--- src/rtl/wb_load_unit.sv ---
// wb_load_unit
//
// Writeback stage between mem_wb_reg and the register file.
// Non-load results, and loads whose Dcache data arrives in the same cycle,
// are written back combinationally. A load whose data is late stalls the
// pipeline in WAIT until the data pulse arrives or a bounded timeout expires.
// A timed-out load is dropped and flagged with a one-cycle error pulse.
// Every completion, including dropped loads, bumps the retire counter.
//
// State table:
//   state   | meaning
//   --------+-------------------------------------------------------------
//   ST_IDLE | no load outstanding; upstream fields drive the outputs
//   ST_WAIT | load outstanding; held fields drive outputs, timeout running
//
// Ports:
//   clk, rst_n                  clock, asynchronous active-low reset
//   mem_wb_reg_valid_i          instruction present in WB
//   mem_wb_reg_op_c_i           non-load result
//   mem_wb_reg_reg_waddr_i      destination register
//   mem_wb_reg_reg_we_i         instruction writes a register
//   mem_wb_reg_mtype_i          1 = load
//   mem_wb_reg_width_i          01 byte, 10 half, 11 word, 00 double (XLEN=64)
//   mem_wb_reg_unsigned_i       1 = zero-extend
//   mem_wb_reg_boff_i           byte offset of the load within the Dcache word
//   Dcache_data_i               load return data
//   fc_Dcache_data_valid_i      single-cycle pulse marking valid Dcache data
//   wb_op_c_o                   register write data
//   wb_reg_waddr_o              register write address
//   wb_reg_we_o                 register write enable
//   wb_stall_o                  hold mem_wb_reg and upstream stages
//   wb_load_err_o               one-cycle pulse on load timeout
//   wb_retire_cnt_o             completed-instruction count (wraps)

module wb_load_unit #(
    parameter int XLEN           = 32,
    parameter int REG_AW         = 5,
    parameter int TIMEOUT_CYCLES = 64,
    parameter int CNT_W          = 32
) (
    input  logic                            clk,
    input  logic                            rst_n,
    input  logic                            mem_wb_reg_valid_i,
    input  logic [XLEN-1:0]                 mem_wb_reg_op_c_i,
    input  logic [REG_AW-1:0]               mem_wb_reg_reg_waddr_i,
    input  logic                            mem_wb_reg_reg_we_i,
    input  logic                            mem_wb_reg_mtype_i,
    input  logic [1:0]                      mem_wb_reg_width_i,
    input  logic                            mem_wb_reg_unsigned_i,
    input  logic [$clog2(XLEN/8)-1:0]       mem_wb_reg_boff_i,
    input  logic [XLEN-1:0]                 Dcache_data_i,
    input  logic                            fc_Dcache_data_valid_i,
    output logic [XLEN-1:0]                 wb_op_c_o,
    output logic [REG_AW-1:0]               wb_reg_waddr_o,
    output logic                            wb_reg_we_o,
    output logic                            wb_stall_o,
    output logic                            wb_load_err_o,
    output logic [CNT_W-1:0]                wb_retire_cnt_o
);

    localparam int BOFF_W = $clog2(XLEN/8);
    localparam int TCNT_W = (TIMEOUT_CYCLES > 1) ? $clog2(TIMEOUT_CYCLES) : 1;
    localparam logic [TCNT_W-1:0] TC_LAST = TCNT_W'(TIMEOUT_CYCLES - 1);
    localparam logic DWORD_OK = (XLEN == 64);

    typedef enum logic {
        ST_IDLE,
        ST_WAIT
    } state_t;

    state_t              state_q, state_d;
    logic [TCNT_W-1:0]   wait_cnt_q, wait_cnt_d;
    logic [CNT_W-1:0]    retire_cnt_q;

    logic [REG_AW-1:0]   hold_waddr_q;
    logic                hold_we_q;
    logic [1:0]          hold_width_q;
    logic                hold_unsigned_q;
    logic [BOFF_W-1:0]   hold_boff_q;

    logic                capture;
    logic                retire;

    // Field select: in WAIT the upstream stage may already present other
    // values, so only the held copies are trusted.
    logic                in_wait;
    logic [REG_AW-1:0]   sel_waddr;
    logic                sel_we;
    logic [1:0]          sel_width;
    logic                sel_unsigned;
    logic [BOFF_W-1:0]   sel_boff;

    assign in_wait      = (state_q == ST_WAIT);
    assign sel_waddr    = in_wait ? hold_waddr_q    : mem_wb_reg_reg_waddr_i;
    assign sel_we       = in_wait ? hold_we_q       : mem_wb_reg_reg_we_i;
    assign sel_width    = in_wait ? hold_width_q    : mem_wb_reg_width_i;
    assign sel_unsigned = in_wait ? hold_unsigned_q : mem_wb_reg_unsigned_i;
    assign sel_boff     = in_wait ? hold_boff_q     : mem_wb_reg_boff_i;

    // Load formatting. Misaligned offsets are not trapped: whatever lands in
    // the low bits after the shift is used.
    logic [XLEN-1:0] shifted;
    logic [XLEN-1:0] word_ext;
    logic [XLEN-1:0] load_data;
    logic            load_ok;

    assign shifted = Dcache_data_i >> {sel_boff, 3'b000};

    generate
        if (XLEN == 64) begin : g_word64
            assign word_ext = {{(XLEN-32){~sel_unsigned & shifted[31]}}, shifted[31:0]};
        end else begin : g_word32
            assign word_ext = shifted;
        end
    endgenerate

    always_comb begin
        load_data = '0;
        load_ok   = 1'b1;
        case (sel_width)
            2'b01:   load_data = {{(XLEN-8){~sel_unsigned & shifted[7]}}, shifted[7:0]};
            2'b10:   load_data = {{(XLEN-16){~sel_unsigned & shifted[15]}}, shifted[15:0]};
            2'b11:   load_data = word_ext;
            default: begin
                // Double is only meaningful on a 64-bit datapath.
                load_data = DWORD_OK ? shifted : '0;
                load_ok   = DWORD_OK;
            end
        endcase
    end

    logic waddr_nz;
    assign waddr_nz = (sel_waddr != '0);

    always_comb begin
        state_d       = state_q;
        wait_cnt_d    = wait_cnt_q;
        capture       = 1'b0;
        retire        = 1'b0;
        wb_stall_o    = 1'b0;
        wb_load_err_o = 1'b0;
        wb_reg_we_o   = 1'b0;
        wb_op_c_o     = mem_wb_reg_op_c_i;

        case (state_q)
            ST_IDLE: begin
                if (mem_wb_reg_valid_i) begin
                    if (!mem_wb_reg_mtype_i) begin
                        wb_reg_we_o = sel_we & waddr_nz;
                        retire      = 1'b1;
                    end else begin
                        wb_op_c_o = load_data;
                        if (fc_Dcache_data_valid_i) begin
                            wb_reg_we_o = sel_we & waddr_nz & load_ok;
                            retire      = 1'b1;
                        end else begin
                            wb_stall_o = 1'b1;
                            capture    = 1'b1;
                            wait_cnt_d = '0;
                            state_d    = ST_WAIT;
                        end
                    end
                end
            end

            ST_WAIT: begin
                wb_op_c_o = load_data;
                if (fc_Dcache_data_valid_i) begin
                    // Data beats the timeout when both land together.
                    wb_reg_we_o = sel_we & waddr_nz & load_ok;
                    retire      = 1'b1;
                    state_d     = ST_IDLE;
                end else if (wait_cnt_q == TC_LAST) begin
                    wb_load_err_o = 1'b1;
                    retire        = 1'b1;
                    state_d       = ST_IDLE;
                end else begin
                    wb_stall_o = 1'b1;
                    wait_cnt_d = wait_cnt_q + TCNT_W'(1);
                end
            end

            default: state_d = ST_IDLE;
        endcase
    end

    assign wb_reg_waddr_o  = sel_waddr;
    assign wb_retire_cnt_o = retire_cnt_q;

    always_ff @(posedge clk or negedge rst_n) begin
        if (!rst_n) begin
            state_q    <= ST_IDLE;
            wait_cnt_q <= '0;
        end else begin
            state_q    <= state_d;
            wait_cnt_q <= wait_cnt_d;
        end
    end

    always_ff @(posedge clk or negedge rst_n) begin
        if (!rst_n) begin
            hold_waddr_q    <= '0;
            hold_we_q       <= 1'b0;
            hold_width_q    <= 2'b00;
            hold_unsigned_q <= 1'b0;
            hold_boff_q     <= '0;
        end else if (capture) begin
            hold_waddr_q    <= mem_wb_reg_reg_waddr_i;
            hold_we_q       <= mem_wb_reg_reg_we_i;
            hold_width_q    <= mem_wb_reg_width_i;
            hold_unsigned_q <= mem_wb_reg_unsigned_i;
            hold_boff_q     <= mem_wb_reg_boff_i;
        end
    end

    always_ff @(posedge clk or negedge rst_n) begin
        if (!rst_n) begin
            retire_cnt_q <= '0;
        end else if (retire) begin
            retire_cnt_q <= retire_cnt_q + CNT_W'(1);
        end
    end

endmodule

--- config.mk ---
export PLATFORM = sky130hd
export DESIGN_NAME = wb_load_unit
export DESIGN_NICKNAME = d
export VERILOG_FILES = /design/src/rtl/wb_load_unit.sv
export SDC_FILE = /design/constraint.sdc
export NUM_CORES = 1
export LEC_CHECK = 0
export CAP_MARGIN = 20
export CORE_MARGIN = 4
export CORE_UTILIZATION = 44
export CTS_BUF_LIST = sky130_fd_sc_hd__clkbuf_2
export DETAILED_ROUTE_END_ITERATION = 8
export HOLD_SLACK_MARGIN = 0.1
export PLACE_DENSITY = 0.83
export SYNTH_ARGS = -nofsm -noshare
export SYNTH_HDL_FRONTEND = slang
export SYNTH_SLANG_ARGS = --single-unit
--- constraint.sdc ---
create_clock -name clk -period 2.6 [get_ports clk]
set_clock_uncertainty 0.2 [all_clocks]
set_input_delay 0.26 -clock clk [delete_from_list [all_inputs] [get_ports clk]]
set_output_delay 0.26 -clock clk [all_outputs]
set_load 0.01 [all_outputs]
==> impl_metrics.toml <==
[run_status]
status = "finished with violations"
violations = "negative setup slack"

[yosys]
async_flop_share_pct = 100
ys_warn_count = 0
synth_cell_type_count = 54
synth-seq-cells = 50
synth_edf_count = 0
syn_area_per_cell_um2 = 9.72
ys_seq_area_share_pct = 36.7
syn_nets = 433
synth_ff_type = "dfrtp_1"
synthesis.area_mm2 = 0.00341
synth_cells = 351

[clocking]
ctsRootBufferMaster = "clkbuf_2"
cts_buffers = 5
clkTransAtPathRegs_ps = 270
htree_num_levels = 2
clockBufferDepth = 2
cts_tree = "done"
clock_sinks = 50
insertion_delay_ps = 420

[setup_path]
reg2reg_depth = 8
rrSetupSlack_ps = 200
crit_type = "reg -> out"
crit_fanout = 8
reg2reg_from = "in_wait$_DFF_PN0_"
cp-end-kind = "primary output"
worstPathArrival_ps = 2610
critPathLaunchType = "flop"
cp.required_ps = 2140
r2r-end = "wb_retire_cnt_o[1]$_DFFE_PN0P_"
critPathCapture = "wb_op_c_o[23]"
cp-startpoint = "in_wait$_DFF_PN0_"

[global_routing]
antenna_found_initial = 0
track_usage_pct = 26.7
grt_pass1_wl_um = 19400
first_global_vias = 3940
grt_start_max_net_pins = 33
grt_remaining_overflow = 0

[timing]
drv_slew = 0
slew_headroom_pct = 48.8
setup_violations = 33
final.min_clock_period_ps = 3070
setup_ws_ps = -470
final_hold_viol_count = 0
tns_ps = -11250
fmax_mhz = 326
rsz0062_at_grt = "true"
tightest_slew_ps = 765
min_period_over_period_pct = 118

[floorplanning]
die_y_um = 96.1
core_area_mm2 = 0.00741
ioPinCount = 152
die_w_um = 96.1
die-area_mm2 = 0.00923
fp-row-count = 31
initial_core_util_pct = 46.1

[hold_path]
min_path_type = "in -> async"

[power_and_ir_drop]
power_density_mw_per_mm2 = 442
leakage_nw = 2.67
ir_drop_mv = 0.408
total_power_w = 0.00265

[placed_design]
port_buffers = 151
globalplace.congestion = 0.844
pre_cts_ws_ps = -434
place_hpwl_um = 8990

[route]
vias_per_cell = 5.73
drt-initial-drc-count = 169
drtPass1Iterations = 4
wirelength_um = 13900
ant_nets = 0
wl_per_cell_um = 20.6
route.detailed.drc = 0
vias = 3853

[layout]
layout-drive-gt1-share_pct = 36.8
antenna_cells = 0
utilization_pct = 80.9
fin_nets = 656
syn2layout_area_growth_pct = 75.7

[run]
cap_viol_max_count = 0
==> synthesized netlist by cell type, types with 7 or more instances <==
cell type,count,area share (%)
a22o_1,8,2.1
dfrtp_1,50,37
nor2_1,15,1.6
nand2_1,45,4.9
xnor2_1,29,7.4
nand3_1,19,2.8
a221oi_1,7,1.8
o21ai_0,15,2.2
mux2i_1,8,2.3
nand2_2,7,1.3
nand4_1,10,1.8
and3_1,10,1.8
buf_2,8,1.2
a22oi_1,7,1.5
mux2_2,30,9.9
==> per-stage QoR <==
| step | instances | hold WS (ps) | cell area, um2 |
|---|---|---|---|
| 3_5_place_dp | 633 | 16.0 | 5340 |
| 2_1_floorplan | 351 | -236 | 3410 |
| 5_1_grt | 673 | 116 | 6000 |
| 6_report | 673 | 127 | 6000 |
| 4_1_cts | 663 | 100 | 5780 |
| 3_3_place_gp | 633 | 13.4 | 5340 |
==> area by class of cell <==
cell class | count | area [um2]
clock buffers | 5 | 25.0
clock inverters | 2 | 13.8
fillers | 424 | 1410
inverters | 6 | 22.5
multi-input cells | 276 | 2360
flip-flops and latches | 50 | 1250
well taps | 99 | 124
repair buffers | 235 | 2200
==> worst min path at each step <==
stage                                            to  cells past startpoint  start
CTS                 wb_retire_cnt_o[13]$_DFFE_PN0P_                      3  rst_n
finish              wb_retire_cnt_o[18]$_DFFE_PN0P_                      3  rst_n
detailed placement  wb_retire_cnt_o[12]$_DFFE_PN0P_                      1  rst_n
global placement    wb_retire_cnt_o[12]$_DFFE_PN0P_                      1  rst_n
global route        wb_retire_cnt_o[13]$_DFFE_PN0P_                      3  rst_n
floorplan                hold_boff_q[0]$_DFFE_PN0P_                      0  rst_n
==> repair_timing <==
item                       in CTS  in global routing
setup endpoints to repair      38                 38
gates resized for setup       216                 48
gates cloned                    3                  0
buffers inserted               18                 14
pin swaps                      11                 21
hold endpoints to repair       50                  0
hold buffers                    2                  0
==> registers in the layout, indices dropped and copies added, names as in the netlist <==
register and flops:
wb_retire_cnt_o 32, wait_cnt_q 6, hold_waddr_q 5, hold_boff_q 2
hold_width_q 2, hold_unsigned_q 1, hold_we_q 1, in_wait 1
==> power by group <==
group / switching (W) / total [W] / internal (W)
Clock: 0.000248 / 0.000311 / 0.0000636
Sequential: 0.000108 / 0.000986 / 0.000878
Combinational: 0.000599 / 0.00136 / 0.000756
==> cells by family after synthesis <==
kind of cell	count (synthesis)	synth area share [%]
simple gates	130	20.4
flops	50	36.7
mux	42	13.8
compound gates	68	15.9
buf+inv	25	3.81
xor+xnor	34	8.72
fa+ha+maj	2	0.733
==> cell usage in the layout, fill, tap and decap left out, types with 5 or more instances in the layout <==
cell,netlist,layout
a22o_1,8,8
a22oi_1,7,7
and3_1,10,10
buf_2,8,24
buf_4,1,53
buf_6,3,32
clkbuf_2,0,5
clkdlybuf4s50_1,0,111
dfrtp_1,50,49
dlygate4sd2_1,0,5
inv_1,6,6
mux2_2,30,14
mux2_4,0,16
mux2i_4,0,6
nand2_1,45,38
nand2_2,7,13
nand3_1,19,19
nand4_1,10,10
nor2_1,15,15
o211ai_1,6,6
o21ai_1,4,11
xnor2_1,29,29
xor2_1,5,5
==> routing by layer <==
layer  up-vias  GRT usage (%)  part of all wire, %
li1       1739              -                    -
met1      1879           29.4                   36
met2       185           49.3                   52
met3        50           6.57                  9.0
met4         0           9.12                  3.5
met5         -              0                    0
==> worst max-delay path, cell delays in order (launching register included) <==
cell,delay [ps]
dfrtp_2,540
mux2i_4,330
buf_6,140
mux2i_4,270
o32ai_4,160
a22oi_4,290
clkbuf_16,220
o211ai_2,100
buf_2,160
No activity file was read; power rests on OpenSTA's default activity.
